**config.mk**
```make
export PLATFORM = sky130hd
export DESIGN_NAME = seven_seg_driver
export DESIGN_NICKNAME = d
export VERILOG_FILES = /design/src/rtl/seven_seg_driver.sv
export SDC_FILE = /design/constraint.sdc
export NUM_CORES = 1
export LEC_CHECK = 0
export ABC_AREA = 1
export BUFFER_PORTS_ARGS = -buffer_cell sky130_fd_sc_hd__buf_2
export CAP_MARGIN = 20
export CORE_ASPECT_RATIO = 1.25
export CORE_MARGIN = 8
export CORE_UTILIZATION = 65
export DETAILED_ROUTE_END_ITERATION = 7
export PLACE_DENSITY = 0.84
export SLEW_MARGIN = 20
export SYNTH_ARGS = -nofsm -noshare
export SYNTH_HDL_FRONTEND = slang
export SYNTH_SLANG_ARGS = --single-unit
```
**constraint.sdc**
```tcl
create_clock -name clk -period 4.8 [get_ports clk]
set_input_delay 0.96 -clock clk [delete_from_list [all_inputs] [get_ports clk]]
set_output_delay 0.96 -clock clk [all_outputs]
set_load 0.02 [all_outputs]
```
**src/rtl/seven_seg_driver.sv**
```systemverilog
// rtl/seven_seg_driver.sv - signed 32-bit value to 8-digit multiplexed seven-segment display driver
module seven_seg_driver #(
    parameter int unsigned SCAN_DIV = 1000
) (
    input  logic        clk,
    input  logic        rst,
    input  logic        load,
    input  logic [31:0] value,
    output logic        ready,
    output logic [7:0]  an,
    output logic [6:0]  seg,
    output logic        dp
);

    localparam int unsigned PRE_W = (SCAN_DIV > 1) ? $clog2(SCAN_DIV) : 1;

    localparam logic [6:0] SEG_DASH  = 7'h3F;
    localparam logic [6:0] SEG_E     = 7'h06;
    localparam logic [6:0] SEG_BLANK = 7'h7F;

    typedef enum logic [1:0] {
        ST_IDLE,
        ST_CONV,
        ST_COMMIT
    } state_t;

    state_t            state_q, state_d;
    logic              sign_q, sign_d;
    logic              ovf_q, ovf_d;
    logic [23:0]       mag_q, mag_d;
    logic [27:0]       bcd_q, bcd_d;
    logic [4:0]        cnt_q, cnt_d;
    logic [7:0][6:0]   dig_q, dig_d;
    logic [PRE_W-1:0]  pre_q, pre_d;
    logic [2:0]        idx_q, idx_d;
    logic [7:0]        an_q, an_d;
    logic [6:0]        seg_q, seg_d;

    logic [31:0]       abs_val;
    logic [27:0]       bcd_adj;
    logic [7:0][6:0]   commit_dig;
    logic              lead;

    function automatic logic [6:0] seg_code(input logic [3:0] n);
        case (n)
            4'd0:    seg_code = 7'h40;
            4'd1:    seg_code = 7'h79;
            4'd2:    seg_code = 7'h24;
            4'd3:    seg_code = 7'h30;
            4'd4:    seg_code = 7'h19;
            4'd5:    seg_code = 7'h12;
            4'd6:    seg_code = 7'h02;
            4'd7:    seg_code = 7'h78;
            4'd8:    seg_code = 7'h00;
            4'd9:    seg_code = 7'h10;
            default: seg_code = SEG_BLANK;
        endcase
    endfunction

    // -2^31 negates to itself, which read as unsigned is the required 2^31
    assign abs_val = value[31] ? (~value + 32'd1) : value;

    always_comb begin
        bcd_adj = bcd_q;
        for (int i = 0; i < 7; i++) begin
            if (bcd_q[4*i +: 4] >= 4'd5) begin
                bcd_adj[4*i +: 4] = bcd_q[4*i +: 4] + 4'd3;
            end
        end
    end

    always_comb begin
        commit_dig = {8{SEG_BLANK}};
        lead       = 1'b1;
        if (ovf_q) begin
            commit_dig[7] = SEG_E;
        end else begin
            for (int i = 6; i >= 1; i--) begin
                if (lead && (bcd_q[4*i +: 4] == 4'd0)) begin
                    commit_dig[i] = SEG_BLANK;
                end else begin
                    lead          = 1'b0;
                    commit_dig[i] = seg_code(bcd_q[4*i +: 4]);
                end
            end
            commit_dig[0] = seg_code(bcd_q[3:0]);
            commit_dig[7] = (sign_q && (bcd_q != 28'd0)) ? SEG_DASH : SEG_BLANK;
        end
    end

    always_comb begin
        state_d = state_q;
        sign_d  = sign_q;
        ovf_d   = ovf_q;
        mag_d   = mag_q;
        bcd_d   = bcd_q;
        cnt_d   = cnt_q;
        dig_d   = dig_q;
        case (state_q)
            ST_IDLE: begin
                if (load) begin
                    sign_d  = value[31];
                    ovf_d   = (abs_val > 32'd9_999_999);
                    mag_d   = abs_val[23:0];
                    bcd_d   = 28'd0;
                    cnt_d   = 5'd0;
                    state_d = (abs_val > 32'd9_999_999) ? ST_COMMIT : ST_CONV;
                end
            end
            ST_CONV: begin
                bcd_d = {bcd_adj[26:0], mag_q[23]};
                mag_d = {mag_q[22:0], 1'b0};
                cnt_d = cnt_q + 5'd1;
                if (cnt_q == 5'd23) begin
                    state_d = ST_COMMIT;
                end
            end
            ST_COMMIT: begin
                dig_d   = commit_dig;
                state_d = ST_IDLE;
            end
            default: state_d = ST_IDLE;
        endcase
    end

    // Scan runs free of the FSM; outputs lag the index by one register stage
    always_comb begin
        pre_d = pre_q + PRE_W'(1);
        idx_d = idx_q;
        if (pre_q == PRE_W'(SCAN_DIV - 1)) begin
            pre_d = '0;
            idx_d = idx_q + 3'd1;
        end
        an_d  = ~(8'd1 << idx_q);
        seg_d = dig_q[idx_q];
    end

    always_ff @(posedge clk or negedge rst) begin
        if (!rst) begin
            state_q <= ST_IDLE;
            sign_q  <= 1'b0;
            ovf_q   <= 1'b0;
            mag_q   <= '0;
            bcd_q   <= '0;
            cnt_q   <= '0;
            dig_q   <= {{7{SEG_BLANK}}, 7'h40};
            pre_q   <= '0;
            idx_q   <= '0;
            an_q    <= 8'hFF;
            seg_q   <= SEG_BLANK;
        end else begin
            state_q <= state_d;
            sign_q  <= sign_d;
            ovf_q   <= ovf_d;
            mag_q   <= mag_d;
            bcd_q   <= bcd_d;
            cnt_q   <= cnt_d;
            dig_q   <= dig_d;
            pre_q   <= pre_d;
            idx_q   <= idx_d;
            an_q    <= an_d;
            seg_q   <= seg_d;
        end
    end

    assign ready = (state_q == ST_IDLE);
    assign an    = an_q;
    assign seg   = seg_q;
    assign dp    = 1'b1;

endmodule

```
==> results of run 1 <==
-- cell usage after synthesis (2+ instances only) --
cell type	n	area, µm²
sky130_fd_sc_hd__a22oi_1	27	203
sky130_fd_sc_hd__a21oi_1	59	295
sky130_fd_sc_hd__o211ai_1	2	15.0
sky130_fd_sc_hd__inv_2	7	26.3
sky130_fd_sc_hd__nor3_2	2	20.0
sky130_fd_sc_hd__a32oi_1	4	35.0
sky130_fd_sc_hd__buf_4	4	30.0
sky130_fd_sc_hd__a221oi_1	3	26.3
sky130_fd_sc_hd__ha_1	44	551
sky130_fd_sc_hd__nand3_2	4	40.0
sky130_fd_sc_hd__o22ai_1	48	300
sky130_fd_sc_hd__nor2_4	4	45.0
sky130_fd_sc_hd__o21ai_1	2	10.0
sky130_fd_sc_hd__nor3_1	9	45.0
sky130_fd_sc_hd__nand3b_1	2	15.0
sky130_fd_sc_hd__o32a_1	2	20.0
sky130_fd_sc_hd__inv_1	165	619
sky130_fd_sc_hd__nor2_2	13	81.3
sky130_fd_sc_hd__nor2_1	106	398
sky130_fd_sc_hd__nand4_1	9	56.3
sky130_fd_sc_hd__xnor2_1	5	43.8
sky130_fd_sc_hd__o21ai_0	99	495
sky130_fd_sc_hd__buf_2	3	15.0
sky130_fd_sc_hd__clkbuf_1	25	93.8
sky130_fd_sc_hd__dfrtp_1	80	2000
sky130_fd_sc_hd__nand2_2	11	68.8
sky130_fd_sc_hd__o32ai_1	6	52.6
sky130_fd_sc_hd__o21ai_2	2	17.5
sky130_fd_sc_hd__a32o_1	3	30.0
sky130_fd_sc_hd__xor2_1	17	149
sky130_fd_sc_hd__nand3_1	53	265
sky130_fd_sc_hd__a31oi_1	7	43.8
sky130_fd_sc_hd__dfstp_2	60	1580
sky130_fd_sc_hd__nand2_1	191	717
-- per-layer routing --
metal,GRT usage [%],up-vias
li1,-,3711
met5,0,-
met2,45.0,217
met1,26.4,3615
met4,11.9,0
met3,4.63,56
-- metrics by stage --
step           power, mW  util (%)
2_1_floorplan       1.47         -
3_3_place_gp        1.57      69.7
3_5_place_dp        1.58      69.7
4_1_cts             2.84      74.2
5_1_grt             2.92      74.2
6_report            2.83      74.2
-- registers in the layout, indices dropped and copies added (netlist names) --
signal	flops
idx_q	3
dig_q	51
seg	7
ovf_q	1
bcd_q	28
cnt_q	5
state_q	2
mag_q	24
an	8
sign_q	1
pre_q	10
-- final timing paths --
check	end	slack (ps)	cells past startpoint
setup / recovery	bcd_q[11]	2070	6
hold / removal	pre_q[0]	460	1
setup reg to reg	bcd_q[11]	2070	6
hold reg to reg	pre_q[0]	460	1
max in group asynchronous	bcd_q[9]	3250	2
min in group asynchronous	cnt_q[2]	640	1
-- layout make-up --
cell class / count / area [µm²]
Tap cell: 168 / 210
Multi-Input combinational cell: 744 / 4130
Inverter: 173 / 649
Sequential cell: 140 / 3580
Clock inverter: 15 / 150
Fill cell: 991 / 3280
Clock buffer: 17 / 425
Timing Repair Buffer: 55 / 297
-- cell usage in the layout, fill, tap and decap left out, drive strengths merged, types with 7 or more instances in the layout --
master and instances:
a31oi 7, clkinvlp 7, nand3 58, dfstp 60
o21ai 103, a21oi 59, nand4 9, dfrtp 80
nor2 123, ha 44, o22ai 48, a22oi 27
clkbuf 18, nand2 202, buf 54, inv 173
nor3 11, xor2 17
-- power by group through the flow --
stage               clock, mW  sequential (mW)  combinational, mW
floorplan                   0             1.31              0.168
global placement            0             1.30              0.274
detailed placement          0             1.30              0.280
CTS                      1.27             1.28              0.281
global route             1.32             1.29              0.314
finish                   1.27             1.28              0.280
-- critical path: cells and delay by family (launching register included) --
| kind | cells | cell delay (ps) |
|---|---|---|
| buffers and inverters | 2 | 1250 |
| AND/OR/NAND/NOR | 3 | 690 |
| flip-flops | 1 | 400 |
| AO/OA/AOI/OAI | 1 | 190 |
-- kinds of logic (layout without fill, tap and decap cells) --
| logic type | count (synthesis) | count (layout) |
|---|---|---|
| AO/OA/AOI/OAI | 269 | 269 |
| XOR/XNOR | 22 | 22 |
| other | 1 | 1 |
| multiplexers | 1 | 1 |
| AND/OR/NAND/NOR | 407 | 407 |
| buffers and inverters | 207 | 260 |
| flip-flops | 140 | 140 |
| adder cells (fa/ha/maj) | 44 | 44 |
==> out/qor.yml, run 1 <==
power.share.sequential_pct: 45.3
cts_sinks: 140
synthesis.nets: 1170
post_synth_mux_area_share_pct: 0.118
worst_slew_pin_slew_ps: 1030
io_buffers: 50
clk-insertion-delay-late_ps: 430
critical_path_peak_fanout: 30
timing.rr.start: "state_q[0]"
fin_setup_tns_ps: 0
grt_max_degree: 118
worst-endpoint-required_ps: 5060
route.detailed.wl_per_inst_um: 15.5
finalSetupViolCount: 0
sw_frac_of_total_pct: 25.7
area_growth_syn_to_layout_pct: 11.0
die-height_um: 144
ys_async_sr_fraction_pct: 100
total_via_count_in_the_routed_design: 7599
design.die.area_um2: 17000
final-instance-count-excl-fill: 1312
clock_power_share_pct: 44.8
tritoncts: "done"
clock_tree.htree_level_count: 4
fmax_mhz: 366
post_synth_num_cell_types: 47
netlist_area_um2: 8510
antenna_cells: 0
floorplan.rows: 46
synth_top_family_by_area: "simple AND/OR/NAND/NOR gates"
placement.setup.worst_slack_ps: 1710
ctsHoldBuffers: 0
routed-wl-met2_um: 10600
grt_setup_unrepaired: "no"
critical_path_class: "flip-flop to flip-flop"
synthSimpleGateAreaFrac_pct: 20.9
max-cap-violations: 0
final_period_minus_worst_setup_slack_ps: 2730
overflow: 0
die_boundary_width_um: 118
comb_power_share_pct: 9.9
cts_buffer_count: 17
dr.first_iter.drc_count: 576
initial_antenna_violation_count: 0
leakage_nw: 4.49
grt_first_pass_wirelength_um: 33900
cts_resized: 0
critical-path-top-cell-by-count: "sky130_fd_sc_hd__inv_1"
final.setup.worst_slack_ps: 2070
initial_utilization_pct: 66.9
avgSynthCellArea_um2: 7.80
worst-endpoint-arrival_ps: 3000
maxSlewHeadroom_pct: 31.3
hp-class: "flip-flop to flip-flop"
final_max_slew_viol_count: 0
number_of_buffers_on_the_longest_clock_path: 2
final_design_area_no_fill_um2: 9440
dp_hpwl_um: 14400
final_antenna_net_count: 0
maximum_vdd_drop_mv: 0.242
routed_wl_um: 20300
maximum_cell_stage_delay_along_the_critical_path_ps: 760
maximum_clock_skew_at_final_layout_ps: 7.81
outcome: "completed"
cp_cell_sequence: "nor2_1, nand2_1, inv_1, nor2_2, inv_1, o22ai_1"
net-switching-power_uw: 725
met1Wirelength_um: 8310
first_global_vias: 7497
worst_hold_margin_ps: 455
worstHoldStart: "pre_q[0]"
worst_setup_path_startpoint: "state_q[0]"
crit_path_start_kind: "flip-flop"
clk_pin_slew_ps: 60
drt_pass1_iterations: 7
routed_via_density: 5.79
post_synth_xor_area_fraction_pct: 2.27
final_nets: 1210
finalHoldViolations: 0
remaining_drc_errors: 0
root_driver: "sky130_fd_sc_hd__clkbuf_16"
cts_setup_buffers: 0
synthesis.yosys.warnings: 0
internal_power_mw: 2.10
grtUsageTotal_pct: 24.4
place.gp.congestion: 0.886
ys_seq_area_share_pct: 42.1
top_signal_layer_used: "met4"
dpl.cell_count: 1280
synthesis.instances: 1091
dpl-instance-area_um2: 8860
met3_wirelength_um: 798
timing.final.crit_share_pct: 56.9
core_region_area_um2: 12700
top_level_ports: 52
power-per-cell-area_nw_per_um2: 300
ys_seq_elements: 140
synth_compound_area_share_pct: 18.6
worst_setup_path_end_kind: "flip-flop"
post_route_cells_drive_above_1_share_pct: 17.0
synth_edf_count: 0
crit_path_top_delay_cell: "sky130_fd_sc_hd__inv_1"
yosys.area_share.adder_pct: 6.47
ys.flop_type: "sky130_fd_sc_hd__dfrtp_1"
(Power assumes the default switching activity.)
==> run 2, diff against run 1 <==
--- a/config.mk
+++ b/config.mk
@@ -5,14 +5,14 @@
 export SDC_FILE = /design/constraint.sdc
 export NUM_CORES = 1
 export LEC_CHECK = 0
-export ABC_AREA = 1
+export ABC_AREA = 0
 export BUFFER_PORTS_ARGS = -buffer_cell sky130_fd_sc_hd__buf_2
 export CAP_MARGIN = 20
 export CORE_ASPECT_RATIO = 1.25
 export CORE_MARGIN = 8
-export CORE_UTILIZATION = 65
+export CORE_UTILIZATION = 56
 export DETAILED_ROUTE_END_ITERATION = 7
-export PLACE_DENSITY = 0.84
+export PLACE_DENSITY = 0.77
 export SLEW_MARGIN = 20
 export SYNTH_ARGS = -nofsm -noshare
 export SYNTH_HDL_FRONTEND = slang
==> constraint.sdc (replaced) <==
create_clock -name clk -period 2.49 [get_ports clk]
set_input_delay 0.498 -clock clk [delete_from_list [all_inputs] [get_ports clk]]
set_output_delay 0.498 -clock clk [all_outputs]
set_load 0.02 [all_outputs]
==> run 2 against run 1 <==
The flow now finishes with violations (negative setup slack). Non-clock buffer count up 98. Utilization down 4.9 points. Combinational power increased by 73%. Global-route usage shrank 2.4 points. Largest power group is now the clock network. Highest routed layer unchanged.
==> out/qor.yml, run 2 <==
post_route_cells_drive_above_1_share_pct: 27.1  # +10 points
regMostFlops: "dig_q"
crit_path_start_kind: "primary input"
initial_antenna_violation_count: 0  # unchanged
p_total_mw: 5.61  # +99%
final_max_slew_viol_count: 0  # unchanged
initial_utilization_pct: 57.1  # -9.8 points
maximum_vdd_drop_mv: 0.495  # +100%
cts_buffer_count: 17  # unchanged
synthDominantAreaCellType: "sky130_fd_sc_hd__dfrtp_1"
final_period_minus_worst_setup_slack_ps: 2710
drt_pass1_iterations: 5  # -2
worst_setup_path_end_kind: "flip-flop"
finalSetupViolCount: 3  # +3
placement.setup.worst_slack_ps: -698  # -2410 ps
post_synth_num_cell_types: 66  # +40%
post_synth_most_frequent_cells: "sky130_fd_sc_hd__nor2_1 (99), sky130_fd_sc_hd__o21ai_0 (94), sky130_fd_sc_hd__nand2_1 (86)"
final_antenna_net_count: 0  # unchanged
ctsHoldBuffers: 0  # unchanged
worst-endpoint-arrival_ps: 3060  # +60 ps
critical_path_peak_fanout: 6  # -80%
timing.final.crit_share_pct: 109
synth_largest_type_area_fraction_pct: 23.5  # -0.069 points
ys.flop_type: "sky130_fd_sc_hd__dfrtp_1"
clk-insertion-delay-late_ps: 420  # about the same
timing.rr.start: "bcd_q[24]"
area_growth_syn_to_layout_pct: 21.5
grt_max_degree: 50  # -58%
synth_edf_count: 0  # unchanged
final_nets: 1127  # -6.9%
hp-class: "primary input to asynchronous set/reset pin"
outcome: "finished with violations"
avgSynthCellArea_um2: 9.10  # +17%
dp_hpwl_um: 15200  # +5.2%
critical-path-top-cell-by-count: "sky130_fd_sc_hd__or4_4"
worst_slew_pin_slew_ps: 738  # -292 ps
fmax_mhz: 369
total_via_count_in_the_routed_design: 7346  # -3.3%
cp_cell_sequence: "buf_6, or4_4, buf_12, nor4_4, nand2_1, or4_4, a31oi_4, a211oi_4, nor4_2, a21o_1"
final.setup.worst_slack_ps: -220  # -2290 ps
top_level_ports: 52  # unchanged
delay_heaviest_family_cp: "simple AND/OR/NAND/NOR gates"
failed_checks: "negative setup slack"
place.gp.congestion: 0.917  # +3.5%
worst_r2r_setup_slack_ps: 250  # -1820 ps
ys_async_sr_fraction_pct: 100  # unchanged
crit_path_top_delay_cell: "sky130_fd_sc_hd__or4_4"
grt_setup_unrepaired: "yes"
overflow: 0  # unchanged
netlist_top_cells_area: "sky130_fd_sc_hd__dfrtp_1 (23%), sky130_fd_sc_hd__dfstp_2 (18%), sky130_fd_sc_hd__ha_1 (6.5%)"
max-cap-violations: 0  # unchanged
worst-endpoint-required_ps: 2840  # -2220 ps
design.die.area_um2: 19500  # +14%
root_driver: "sky130_fd_sc_hd__clkbuf_16"
core_region_area_um2: 15000  # +18%
final_common_cell: "sky130_fd_sc_hd__buf_4"
power-per-cell-area_nw_per_um2: 542  # +81%
ys_seq_area_share_pct: 41.9  # -0.12 points
die-height_um: 154  # +7.0%
synthesis.yosys.warnings: 0  # unchanged
worstPathBufferInverterCount: 2  # unchanged
dominant_cell_by_count_in_the_synthesized_netlist: "sky130_fd_sc_hd__nor2_1"
floorplan.rows: 50  # +8.7%
cts_sinks: 140  # unchanged
critical_path_class: "primary input to flip-flop"
netlist_area_um2: 8530  # +0.29%
number_of_flip_flops_in_the_largest_register: 51  # unchanged
worst_r2r_path_depth: 10  # +4
antenna_cells: 0  # unchanged
routed_wl_um: 20800  # +2.4%
routed_via_density: 5.91  # +2.0%
maxSlewHeadroom_pct: 50.8  # +20 points
final_cell_mix: "sky130_fd_sc_hd__buf_4 (99), sky130_fd_sc_hd__nor2_1 (98), sky130_fd_sc_hd__o21ai_0 (93), sky130_fd_sc_hd__nand2_1 (86), sky130_fd_sc_hd__dfrtp_1 (80)"
clk_pin_slew_ps: 60  # about the same
dr.first_iter.drc_count: 459  # -20%
leakage_nw: 4.24  # -5.6%
ys_seq_elements: 140  # unchanged
finalHoldViolations: 0  # unchanged
number_of_buffers_on_the_longest_clock_path: 2  # unchanged
synthesis.instances: 937  # -14%
die_boundary_width_um: 126  # +6.8%
maximum_cell_stage_delay_along_the_critical_path_ps: 600  # -160 ps
reg2reg_to: "dig_q[9]"
route.detailed.wl_per_inst_um: 16.8  # +8.1%
maximum_clock_skew_at_final_layout_ps: 8.50  # +0.690 ps
first_global_vias: 7491  # -0.080%
grtUsageTotal_pct: 22.0  # -2.4 points
io_buffers: 50  # unchanged
clock_tree.htree_level_count: 4  # unchanged
tritoncts: "done"
synthesis.nets: 1016  # -13%
remaining_drc_errors: 0  # unchanged
biggest_registers_after_layout: "dig_q: 51 flops, bcd_q: 28 flops, mag_q: 24 flops"
grt_first_pass_wirelength_um: 35500  # +4.7%
## run 2: cell count changes after synthesis, sizes merged, moves of 12 or more
cell,delta
nand2b,+18
a21oi,+13
mux4,+12
clkbuf,+26
nand2,-116
nor2,-24
nand3,-20
o22ai,-45
o22a,+29
xnor2,+15
inv,-139
## run 2: layer usage
| metal | GRT usage (%) | routed length (µm) |
|---|---|---|
| met5 | 0 | 0 |
| met3 | 3.56 | 686 |
| met4 | 7.64 | 478 |
| met2 | 39.8 | 10900 |
| met1 | 25.7 | 8730 |
## run 2: what timing repair did
item | 4_1_cts | 5_1_grt
setup endpoints to repair | 3 | 3
buffers inserted | 1 | 2
resized for setup | 16 | 2
pin swaps | 8 | 10
## run 2: where the power goes
part	switching, mW	internal (mW)
combinational	0.278	0.206
clock	0.939	1.80
sequential	0.0403	2.35
## run 2: kinds of logic after synthesis
logic type,count (synthesis),synth area share [%]
simple gates,321,18.4
buf+inv,94,4.39
other cells,1,0.0440
compound gates,274,20.2
flops,140,41.9
fa+ha+maj,44,6.45
xor+xnor,42,4.31
mux,21,4.28
## run 2: how the worst max path moves through the flow
stage,start,to,slack [ps],cells past startpoint
floorplan,value[1],state_q[0],-440,11
CTS,value[1],state_q[0],-210,11
global placement,value[1],state_q[0],-650,11
finish,value[5],state_q[0],-220,10
detailed placement,value[1],state_q[0],-700,11
global route,value[5],state_q[0],-280,10
## run 2: per-stage QoR
| stage | hold slack [ps] | util, % | std cells | area (µm²) | setup TNS, ps |
|---|---|---|---|---|---|
| after global placement | 440 | 64.3 | 1208 | 9610 | -2610 |
| final | 2.24 | 69.3 | 1243 | 10400 | -601 |
| after global routing | 23.7 | 69.3 | 1243 | 10400 | -818 |
| after CTS | 7.03 | 69.2 | 1241 | 10300 | -536 |
| after detailed placement | 444 | 64.3 | 1208 | 9610 | -2900 |
| after floorplan | 202 | - | 937 | 8590 | -1100 |
## run 2: layout make-up
cell class,count,area [µm²]
fillers,1143,4590
clock buffers,20,447
clock inverters,12,196
well taps,182,228
multi-input cells,703,4680
flip-flops and latches,140,3580
repair buffers,153,1090
inverters,33,141
==> run 3, diff against run 2 <==
--- a/config.mk
+++ b/config.mk
@@ -12,6 +12,7 @@
 export CORE_MARGIN = 8
 export CORE_UTILIZATION = 56
 export DETAILED_ROUTE_END_ITERATION = 7
+export HOLD_SLACK_MARGIN = 0.06
 export PLACE_DENSITY = 0.77
 export SLEW_MARGIN = 20
 export SYNTH_ARGS = -nofsm -noshare
==> run 3 against run 2 <==
The flow still finishes with violations (negative setup slack). Sequential power hardly changed. Non-clock buffer count is 1 higher. Worst setup slack better by 1.2 ps. Critical path depth stayed put. Final area hardly changed. Combinational power hardly changed. Sequential cell count stayed put. Sequential share of layout area hardly changed. Register-to-register slack better by 30 ps. Utilization is 0.067 points higher. Clock skew hardly changed. Critical path type unchanged. Largest cell class unchanged.
==> out/qor.yml, run 3 (synthesis results as in run 2) <==
outcome: "finished with violations"
failed_checks: "negative setup slack"
power-per-cell-area_nw_per_um2: 541  # about the same
final_period_minus_worst_setup_slack_ps: 2710  # -1.17 ps
grt_setup_unrepaired: "yes"
number_of_buffers_on_the_longest_clock_path: 2  # unchanged
finalHoldViolations: 0  # unchanged
biggest_registers_after_layout: "dig_q: 51 flops, bcd_q: 28 flops, mag_q: 24 flops"
reg2reg_to: "dig_q[21]"
min_delay_worst_endpoint: "mag_q[22]"
initial_utilization_pct: 57.1  # unchanged
hp-class: "primary input to flip-flop"
clock_power_share_pct: 48.8  # about the same
maximum_clock_skew_at_final_layout_ps: 8.35  # -0.150 ps
grt_first_pass_wirelength_um: 35500  # +0.12%
critical_path_class: "primary input to flip-flop"
maximum_cell_stage_delay_along_the_critical_path_ps: 600  # about the same
place.gp.congestion: 0.917  # unchanged
maxSlewHeadroom_pct: 50.0  # -0.84 points
dp_hpwl_um: 15200  # unchanged
final_max_slew_viol_count: 0  # unchanged
holdPathStages: 3
delay_heaviest_family_cp: "simple AND/OR/NAND/NOR gates"
worst-endpoint-arrival_ps: 3060  # about the same
clk-insertion-delay-late_ps: 420  # about the same
clk_pin_slew_ps: 60  # about the same
met1_usage_pct: 25.7  # +0.044 points
routed_via_density: 5.90  # -0.23%
grt_use_met2_pct: 39.9  # +0.051 points
cts_sinks: 140  # unchanged
die_boundary_width_um: 126  # unchanged
timing.rr.start: "bcd_q[24]"
placement.setup.worst_slack_ps: -698  # unchanged
final_nets: 1128  # +0.089%
worst_r2r_setup_slack_ps: 280  # +30 ps
worstPathBufferInverterCount: 2  # unchanged
num-fill-cells: 1142  # -0.087%
final_cell_mix: "sky130_fd_sc_hd__buf_4 (99), sky130_fd_sc_hd__nor2_1 (98), sky130_fd_sc_hd__o21ai_0 (93), sky130_fd_sc_hd__nand2_1 (86), sky130_fd_sc_hd__dfrtp_1 (80)"
core_region_area_um2: 15000  # unchanged
multi_input_comb_area_um2: 4680  # unchanged
finalSetupViolCount: 3  # unchanged
total_via_count_in_the_routed_design: 7335  # -0.15%
sw_frac_of_total_pct: 22.4  # about the same
net-switching-power_mw: 1.26  # about the same
fmax_mhz: 369  # about the same
floorplan.rows: 50  # unchanged
seqCellArea_um2: 3580  # unchanged
root_driver: "sky130_fd_sc_hd__clkbuf_16"
route.detailed.wl_per_inst_um: 16.7  # -0.19%
final_antenna_net_count: 0  # unchanged
io_buffers: 50  # unchanged
routed_wl_um: 20800  # -0.11%
grt_busiest_layer: "met2"
worst_slew_pin_slew_ps: 750  # +12.6 ps
final_common_cell: "sky130_fd_sc_hd__buf_4"
maximum_vdd_drop_mv: 0.498  # +0.70%
cp_cell_sequence: "buf_6, or4_4, buf_12, nor4_4, nand2_1, or4_4, a31oi_4, a211oi_4, nor4_2, a21o_1"
initial_antenna_violation_count: 0  # unchanged
max-cap-violations: 0  # unchanged
area_growth_syn_to_layout_pct: 21.6  # about the same
dr.first_iter.drc_count: 445  # -3.1%
comb_power_share_pct: 8.6  # about the same
tritoncts: "done"
dpl.cell_count: 1208  # unchanged
power.share.sequential_pct: 42.6  # about the same
worst_setup_path_end_kind: "flip-flop"
worst-endpoint-required_ps: 2840  # about the same
timing.final.crit_share_pct: 109  # about the same
overflow: 0  # unchanged
worstHoldStart: "value[22]"
regMostFlops: "dig_q"
drt_pass1_iterations: 5  # unchanged
final-instance-count-excl-fill: 1244  # +0.080%
top_level_ports: 52  # unchanged
crit_path_start_kind: "primary input"
cts_buffer_count: 17  # unchanged
design.die.area_um2: 19500  # unchanged
clock_tree.htree_level_count: 4  # unchanged
post_route_cells_drive_above_1_share_pct: 27.1  # about the same
grtUsageTotal_pct: 22.0  # +0.022 points
grt_max_degree: 50  # unchanged
first_global_vias: 7496  # +0.067%
remaining_drc_errors: 0  # unchanged
internal_power_mw: 4.36  # about the same
worst_r2r_path_depth: 10  # unchanged
number_of_flip_flops_in_the_largest_register: 51  # unchanged
final.setup.worst_slack_ps: -219  # +1.17 ps
path_depth: 10  # unchanged
critical_path_peak_fanout: 6  # unchanged
leakage_nw: 4.25  # about the same
crit_path_top_delay_cell: "sky130_fd_sc_hd__or4_4"
antenna_cells: 0  # unchanged
groute.layer.met3.usage_pct: 3.53  # -0.035 points
critical-path-top-cell-by-count: "sky130_fd_sc_hd__or4_4"
die-height_um: 154  # unchanged
==> run 3: cell count changes in the layout (fill, tap and decap cells not counted), sizes merged <==
cell,before,now
dlygate4sd3,0,1
==> run 3: power by group through the flow <==
stage / registers (mW) / logic (mW) / clock network, mW
final: 2.39 / 0.485 / 2.74
after CTS: 2.39 / 0.484 / 2.76
after global routing: 2.40 / 0.539 / 2.86
after detailed placement: 2.43 / 0.469 / 0
after global placement: 2.43 / 0.462 / 0
after floorplan: 2.42 / 0.239 / 0
==> run 3: worst max-delay path by stage <==
stage | to | from
after CTS | state_q[0] | value[1]
after detailed placement | state_q[0] | value[1]
after global routing | state_q[0] | value[5]
after global placement | state_q[0] | value[1]
final | state_q[0] | value[5]
after floorplan | state_q[0] | value[1]
==> run 3: repair_timing <==
action | CTS | global route
hold buffers | 1 | 0
pin swaps | 8 | 10
gates resized for setup | 16 | 2
setup endpoints to repair | 3 | 3
buffers inserted | 1 | 2
endpoints found under the hold margin | 10 | 0
==> run 3: final cells by class <==
cell class / instances / area share, %
clock inverter: 12 / 1.89
timing repair buffer: 154 / 10.6
multi-input combinational: 703 / 45.1
sequential: 140 / 34.5
inverter: 33 / 1.36
clock buffer: 20 / 4.30
tap: 182 / 2.19
==> run 3: metal layers <==
| layer | wire length (µm) | vias to the layer above |
|---|---|---|
| met3 | 719 | 30 |
| met5 | 0 | - |
| met1 | 8760 | 3541 |
| met2 | 10900 | 178 |
| li1 | - | 3586 |
| met4 | 416 | 0 |
==> run 3: worst register-to-register path, cell delays in order, from the launching register on <==
cell                      delay [ps]
sky130_fd_sc_hd__dfrtp_1         430
sky130_fd_sc_hd__inv_1           140
sky130_fd_sc_hd__ha_1            180
sky130_fd_sc_hd__and4_1          230
sky130_fd_sc_hd__nand3_1         170
sky130_fd_sc_hd__buf_4           200
sky130_fd_sc_hd__nor2_1          160
sky130_fd_sc_hd__buf_4           140
sky130_fd_sc_hd__nor2_1           50
sky130_fd_sc_hd__o21ai_0         220
sky130_fd_sc_hd__o22a_1          240
==> run 3: per-stage QoR <==
stage	instance area [µm²]	hold slack, ps	power (mW)	TNS [ps]	util [%]
4_1_cts	10300	427	5.64	-536	69.2
3_3_place_gp	9610	440	2.89	-2610	64.3
5_1_grt	10400	448	5.80	-818	69.4
6_report	10400	429	5.62	-598	69.4
3_5_place_dp	9610	444	2.90	-2900	64.3
2_1_floorplan	8590	202	2.66	-1100	-
